$ cat src/rtl/membus_arbiter.sv
// Arbitrates the single DataMem port between the MEM stage (fixed priority) and a DMA engine.
// A saturating starvation counter forces one DMA access through after MAX_WAIT blocked cycles.
module membus_arbiter #(
  parameter int unsigned MAX_WAIT = 4
) (
  input  logic        CLK,
  input  logic        Reset_n,
  // MEM-stage side
  input  logic        cpu_rd,
  input  logic        cpu_wr,
  input  logic [31:0] cpu_addr,
  input  logic [31:0] cpu_wdata,
  output logic [31:0] cpu_rdata,
  output logic        cpu_stall,
  // DMA side
  input  logic        dma_req,
  input  logic        dma_wr,
  input  logic [31:0] dma_addr,
  input  logic [31:0] dma_wdata,
  output logic        dma_ack,
  output logic [31:0] dma_rdata,
  output logic        dma_rvalid,
  // DataMem side
  output logic        mem_rd,
  output logic        mem_wr,
  output logic [31:0] mem_addr,
  output logic [31:0] mem_wdata,
  input  logic [31:0] mem_rdata
);

  if (MAX_WAIT < 1 || MAX_WAIT > 15) begin : gen_bad_max_wait
    $error("membus_arbiter: MAX_WAIT must be in 1..15");
  end

  localparam logic [3:0] MaxWaitCnt = 4'(MAX_WAIT);

  typedef enum logic [1:0] {
    OwnIdle = 2'b00,
    OwnCpu  = 2'b01,
    OwnDma  = 2'b10
  } owner_e;

  logic [3:0]  wait_cnt_q, wait_cnt_d;
  owner_e      owner_q, owner_d;
  logic [31:0] dma_rdata_q, dma_rdata_d;
  logic        dma_rvalid_q, dma_rvalid_d;

  logic cpu_act;
  logic wait_full;
  logic dma_grant;
  logic cpu_grant;

  // Grant decision and port mux: purely combinational, no added latency on the CPU path.
  always_comb begin
    cpu_act   = cpu_rd | cpu_wr;
    wait_full = (wait_cnt_q == MaxWaitCnt);
    dma_grant = Reset_n & dma_req & (~cpu_act | wait_full);
    cpu_grant = Reset_n & cpu_act & ~dma_grant;

    mem_rd    = 1'b0;
    mem_wr    = 1'b0;
    mem_addr  = '0;
    mem_wdata = '0;
    if (dma_grant) begin
      mem_rd    = ~dma_wr;
      mem_wr    = dma_wr;
      mem_addr  = dma_addr;
      mem_wdata = dma_wdata;
    end else if (cpu_grant) begin
      mem_rd    = cpu_rd;
      mem_wr    = cpu_wr;
      mem_addr  = cpu_addr;
      mem_wdata = cpu_wdata;
    end

    // Zero when not a granted CPU load so the result can be ORed onto a shared bus.
    cpu_rdata  = (cpu_grant & cpu_rd) ? mem_rdata : '0;
    cpu_stall  = Reset_n & cpu_act & dma_grant;
    dma_ack    = dma_grant;
    dma_rdata  = dma_rdata_q;
    dma_rvalid = dma_rvalid_q;
  end

  // Next-state logic for the starvation counter, owner tracker and DMA read return.
  always_comb begin
    wait_cnt_d   = wait_cnt_q;
    owner_d      = OwnIdle;
    dma_rdata_d  = dma_rdata_q;
    dma_rvalid_d = 1'b0;

    if (!dma_req || dma_grant) begin
      wait_cnt_d = 4'd0;
    end else if (!wait_full) begin
      wait_cnt_d = wait_cnt_q + 4'd1;
    end

    if (dma_grant) begin
      owner_d = OwnDma;
    end else if (cpu_grant) begin
      owner_d = OwnCpu;
    end

    if (dma_grant && !dma_wr) begin
      dma_rdata_d  = mem_rdata;
      dma_rvalid_d = 1'b1;
    end
  end

  always_ff @(posedge CLK) begin
    if (!Reset_n) begin
      wait_cnt_q   <= 4'd0;
      owner_q      <= OwnIdle;
      dma_rdata_q  <= '0;
      dma_rvalid_q <= 1'b0;
    end else begin
      wait_cnt_q   <= wait_cnt_d;
      owner_q      <= owner_d;
      dma_rdata_q  <= dma_rdata_d;
      dma_rvalid_q <= dma_rvalid_d;
    end
  end

  // Invariants: counter saturates, owner stays one of its three encodings.
  a_wait_sat: assert property (@(posedge CLK) disable iff (!Reset_n)
    wait_cnt_q <= MaxWaitCnt);
  a_owner_legal: assert property (@(posedge CLK) disable iff (!Reset_n)
    owner_q inside {OwnIdle, OwnCpu, OwnDma});

endmodule

$ cat config.mk
export PLATFORM = sky130hd
export DESIGN_NAME = membus_arbiter
export DESIGN_NICKNAME = d
export VERILOG_FILES = /design/src/rtl/membus_arbiter.sv
export SDC_FILE = /design/constraint.sdc
export NUM_CORES = 1
export LEC_CHECK = 0
export BUFFER_PORTS_ARGS = -buffer_cell sky130_fd_sc_hd__buf_2
export CORE_AREA = 2 2 116 118
export DETAILED_ROUTE_END_ITERATION = 10
export DIE_AREA = 0 0 118 120
export HOLD_SLACK_MARGIN = 0.02
export PLACE_DENSITY = 0.68
export SYNTH_ARGS = -nofsm -noshare
export SYNTH_HDL_FRONTEND = slang
export SYNTH_SLANG_ARGS = --single-unit
$ cat constraint.sdc
create_clock -name CLK -period 1.4 [get_ports CLK]
set_input_delay 0.07 -clock CLK [delete_from_list [all_inputs] [get_ports CLK]]
set_output_delay 0.07 -clock CLK [all_outputs]
set_load 0.1 [all_outputs]
Word-level counts from Yosys, hierarchy flattened
Index checks and enable logic that the tools add are counted.
{"block": "totals", "out_inout_bits": 133, "ff_bits": 37, "elab_cells": 32}
{"block": "classes", "mux": 10, "eq_ne": 1, "n_reduce_logical": 5, "add_sub_neg": 1, "n_bitwise": 12}
{"op": "$mux 32", "count": 5}
{"op": "$and 1x1->1", "count": 6}
{"op": "$mux 1", "count": 5}
{"op": "$add 4x1->4 const B", "count": 1}
{"op": "$eq 4x3->1 const B", "count": 1}
{"op": "$not 1->1", "count": 4}
{"op": "$logic_not 1->1", "count": 2}
{"op": "$or 1x1->1", "count": 2}
{"op": "$reduce_or 2->1", "count": 1}
{"op": "$logic_and 1x1->1", "count": 1}
{"op": "$logic_or 1x1->1", "count": 1}

Longest topological paths before layout
{"block": "depth", "depth_word": 8, "mapped_depth": 7, "depth_no_buf": 5}

Worst setup path after synthesis
Ideal clock, no wire load.
{"block": "synth_timing", "path_type": "register to output", "start": "register wait_cnt_q[0]", "end": "output mem_wr", "stages_incl_launch_ff": 6, "arrival_time_ps": 2981, "slack_ps": -1651, "path_buffers": 0, "path_cell_list": "dfxtp_1 inv_1 ha_1 nand4b_1 nand2_1 a21boi_0"}
{"block": "synth_via", "elab_chain_len": 7}
{"item": "from (decl)", "line": "43", "rtl": "logic [3:0] wait_cnt_q, wait_cnt_d;"}
{"item": "from (signal assigned)", "line": "116", "rtl": "wait_cnt_q <= wait_cnt_d;"}
{"item": "$eq 4x3->1 *", "line": "56", "rtl": "wait_full = (wait_cnt_q == MaxWaitCnt);"}
{"item": "$or 1x1->1 *", "line": "57", "rtl": "dma_grant = Reset_n & dma_req & (~cpu_act | wait_full);"}
{"item": "$and 1x1->1 *", "line": "57"}
{"item": "$not 1->1", "line": "58", "rtl": "cpu_grant = Reset_n & cpu_act & ~dma_grant;"}
{"item": "$and 1x1->1", "line": "58"}
{"item": "$mux 1", "line": "69", "rtl": "end else if (cpu_grant) begin"}
{"item": "$mux 1 *", "line": "64", "rtl": "if (dma_grant) begin"}
{"item": "to (decl)", "line": "25", "rtl": "output logic mem_wr,"}
Mark *: on every way between the ends. The rest lies on a longest branch, timed or not.

Worst setup path in the final report
{"block": "layout_timing", "start": "register wait_cnt_q[0]", "end": "output mem_addr[22]"}
{"block": "layout_via", "elab_chain_len": 7}
{"item": "$eq 4x3->1 *", "line": "56"}
{"item": "$or 1x1->1 *", "line": "57"}
{"item": "$and 1x1->1 *", "line": "57"}
{"item": "$not 1->1", "line": "58"}
{"item": "$and 1x1->1", "line": "58"}
{"item": "$mux 32", "line": "69"}
{"item": "$mux 32 *", "line": "64"}
{"item": "to (decl)", "line": "26", "rtl": "output logic [31:0] mem_addr,"}
Marks and branches as above.

==> impl_metrics.yaml <==
timing:
  fmax_ghz: 0.508
  hold_violations: 0
  period_share_pct: 141
  fin_tns_setup_ns: -58.33
  finalSetupViolCount: 136
  worst-slew-pin-transition_ns: 0.510
  timing.final.ws_setup_ns: -0.567
  fin_skew_ns: 0.00298
  finalWorstPathRequiredPeriod_ns: 1.97
  relative_max_transition_margin_pct: 66.2
  setup_repair_after_global_routing_missed_its_margin: "true"
  timing.hold.ws_ns: 0.0516
  report.final.slew_viol_count: 0
cells_and_area:
  final_util_pct: 57.2
  final-instance-count-excl-fill: 928
  final_layout_size_suffix_gt1_share_pct: 61.3
  num-nets-final: 919
  num-fill-cells: 1082
  syn_to_layout_area_delta_pct: 163
  finalInstanceArea_um2: 7420
  antenna_cells: 0
floorplanning:
  start_util_pct: 21.7
  die_height_um: 120
  row_count: 42
  ioPinCount: 299
  core_area_um2: 13000
  design.die.area_um2: 14200
  chipWidth_um: 118
yosys:
  synth.yosys.seq_area_share_pct: 26.3
  yosysTopAreaCell: "sky130_fd_sc_hd__dfxtp_1"
  synth_fa_ha_area_share_pct: 0.888
  cell_area_after_technology_mapping_um2: 2820
  dominant_combinational_cell_family_by_area_after_synthesis: "simple AND/OR/NAND/NOR gates"
  yosys.cell_count.top_type: "sky130_fd_sc_hd__nand2_1"
  syn_nets: 599
  synth.avg_cell_area_um2: 6.53
  synth-main-ff-cell: "sky130_fd_sc_hd__dfxtp_1"
  synth_enable_flop_cells: 0
  asyncSetResetFlopFracSynth_pct: 0
  synthTopCellsByCount: "195 x sky130_fd_sc_hd__nand2_1, 64 x sky130_fd_sc_hd__o22ai_1, 37 x sky130_fd_sc_hd__dfxtp_1"
  synth.area.mux_share_pct: 11.4
  synth_compound_area_share_pct: 15.9
  synth_seq_cells: 37
  synth-simple-area-share_pct: 36.3
  yosys_warnings: 0
  synth_cells: 431
  synth_cell_types: 28
  yosysTopAreaCellShare_pct: 26.3
  synth.top_cells.by_area: "sky130_fd_sc_hd__dfxtp_1 26%, sky130_fd_sc_hd__nand2_1 26%, sky130_fd_sc_hd__o22ai_1 14%"
  synth-xor-area-share_pct: 0.622
routing:
  drt.antenna.violating_nets: 0
  via_per_inst: 4.53
  drt_iter0_markers: 144
  post_drt_wl_per_cell_um: 15.8
  vias: 4205
  drt_wl_total_um: 14600
  drc_viols: 0
  drt_pass1_iterations: 4
global_route:
  grt_antenna_before_repair: 0
  grt.overflow.total: 0
  grt_usage_pct: 18.2
  grt_max_degree: 65
  grt_pass1_wl_um: 20600
  via_count_of_the_first_global_routing_pass: 3890
outcome:
  run_status: "finished, violations left"
  violations: "negative setup slack"
min_path:
  worstHoldEndpoint: "dma_rdata[5]"
  hold_class: "in2reg"
  hold_path_startpoint: "mem_rdata[5]"
  worst_hold_path.num_cells: 3
power_and_ir_drop:
  post_layout_total_power_mw: 5.68
  power-per-cell-area_nw_per_um2: 766
  power.leakage_nw: 3.35
  irDropWorstVdd_mv: 0.429
critical_path:
  r2r_cells: 9
  family_of_cells_with_the_greatest_summed_delay_on_the_critical_path: "buffers and inverters"
  worstPathBufferInverterCount: 3
  cp_cell_sequence: "inv_2 -> ha_4 -> nand4b_1 -> o21ai_4 -> buf_12 -> o22ai_1 -> buf_12"
  critPathKind: "reg2out"
  reg2reg_from: "wait_cnt_q[0]"
  crit-reg2reg-capture: "dma_rdata[4]"
  crit_fanout: 31
  critical_path_s_slowest_cell: "sky130_fd_sc_hd__dfxtp_2"
  critical-path-top-cell-by-count: "sky130_fd_sc_hd__buf_12"
  cp_data_required_time_ns: 1.33
  reg2reg_slack_ns: -0.35
  endpoint_arrival_time_on_the_critical_path_ns: 1.90
  timing.critical_path.from_type: "flop"
  critPathMaxStageDelay_ns: 0.33
  worst_setup_path_end_kind: "output port"
  critPathLaunch: "wait_cnt_q[0]"
placed_design:
  portBuffers: 298
  dpl_worst_slack_ns: -0.288
  gp_congestion: 0.795
  place_area_um2: 6380
  place.detailed.hpwl_um: 10800
  placedCellCount: 895
cts:
  cts_root_buf: "sky130_fd_sc_hd__clkbuf_16"
  ctsLongestPathBuffers: 2
  htree_num_levels: 2
  cts_tree: "yes"
  path_clk_slew_ns: 0.06
  cts_made_buffers: 5
  clkLatencyLatePin_ns: 0.28
  clock-sinks: 37
flow_run:
  max_cap_violations: 0
[cell usage in the layout, fill, tap and decap left out, drive strengths merged, types with 2 or more instances in the layout]
cell type,count
nand2,195
ha,2
buf,351
clkbuf,8
o21ai,2
dfxtp,37
nor3,2
o22ai,64
inv,4
nor2,7
and2,33
mux2i,32
[how the worst max path moves through the flow]
stage          depth (start not counted)            end
4_1_cts                                8   mem_wdata[2]
2_1_floorplan                          6   mem_addr[12]
6_report                               7   mem_addr[22]
3_3_place_gp                           8  mem_wdata[21]
5_1_grt                                8   mem_wdata[7]
3_5_place_dp                           8  mem_wdata[21]
[final cells by class]
| cell class | instances | area [um2] | share of cell area (%) |
|---|---|---|---|
| repair buffers | 354 | 3800 | 51.2 |
| well taps | 176 | 220 | 2.97 |
| inverters | 4 | 15.0 | 0.202 |
| clock inverters | 2 | 37.5 | 0.506 |
| multi-input cells | 349 | 2470 | 33.2 |
| clock buffers | 6 | 139 | 1.87 |
| flip-flops and latches | 37 | 743 | 10.0 |
[power by group]
group / total, mW / switching [mW] / internal, mW / leakage, nW
clock: 1.33 / 0.437 / 0.888 / 0.0831
sequential: 1.09 / 0.0114 / 1.08 / 0.300
combinational: 3.27 / 2.06 / 1.21 / 2.96
total: 5.68 / 2.51 / 3.18 / 3.35
[state kept, by name (all words and copies together), names as in the netlist]
| register | flops |
|---|---|
| dma_rdata | 32 |
| dma_rvalid | 1 |
| wait_cnt_q | 4 |
[metal layers]
layer  share of wire, %  global-route usage, %
met5                  0                      0
met4                2.7                   5.72
met3                6.2                   3.61
met2                 54                   35.2
met1                 37                   19.7
[what timing repair did]
item,4_1_cts,5_1_grt
cloned,6,3
buffers inserted,10,6
endpoints found under the setup margin,136,136
hold endpoints to repair,1,0
hold buffers,1,0
resized for setup,52,37
pin swaps,8,6
[cell families after synthesis]
group / Yosys count
compound gates: 70
xor+xnor: 2
fa+ha+maj: 2
buf+inv: 45
flops: 37
mux: 32
simple gates: 243
[worst min-delay path: cells and delay by family]
kind	cells	cell delay, ns
buffers and inverters	1	0.10
and+or+nand+nor	1	0.05
muxes	1	0.05
(Power assumes the default switching activity.)
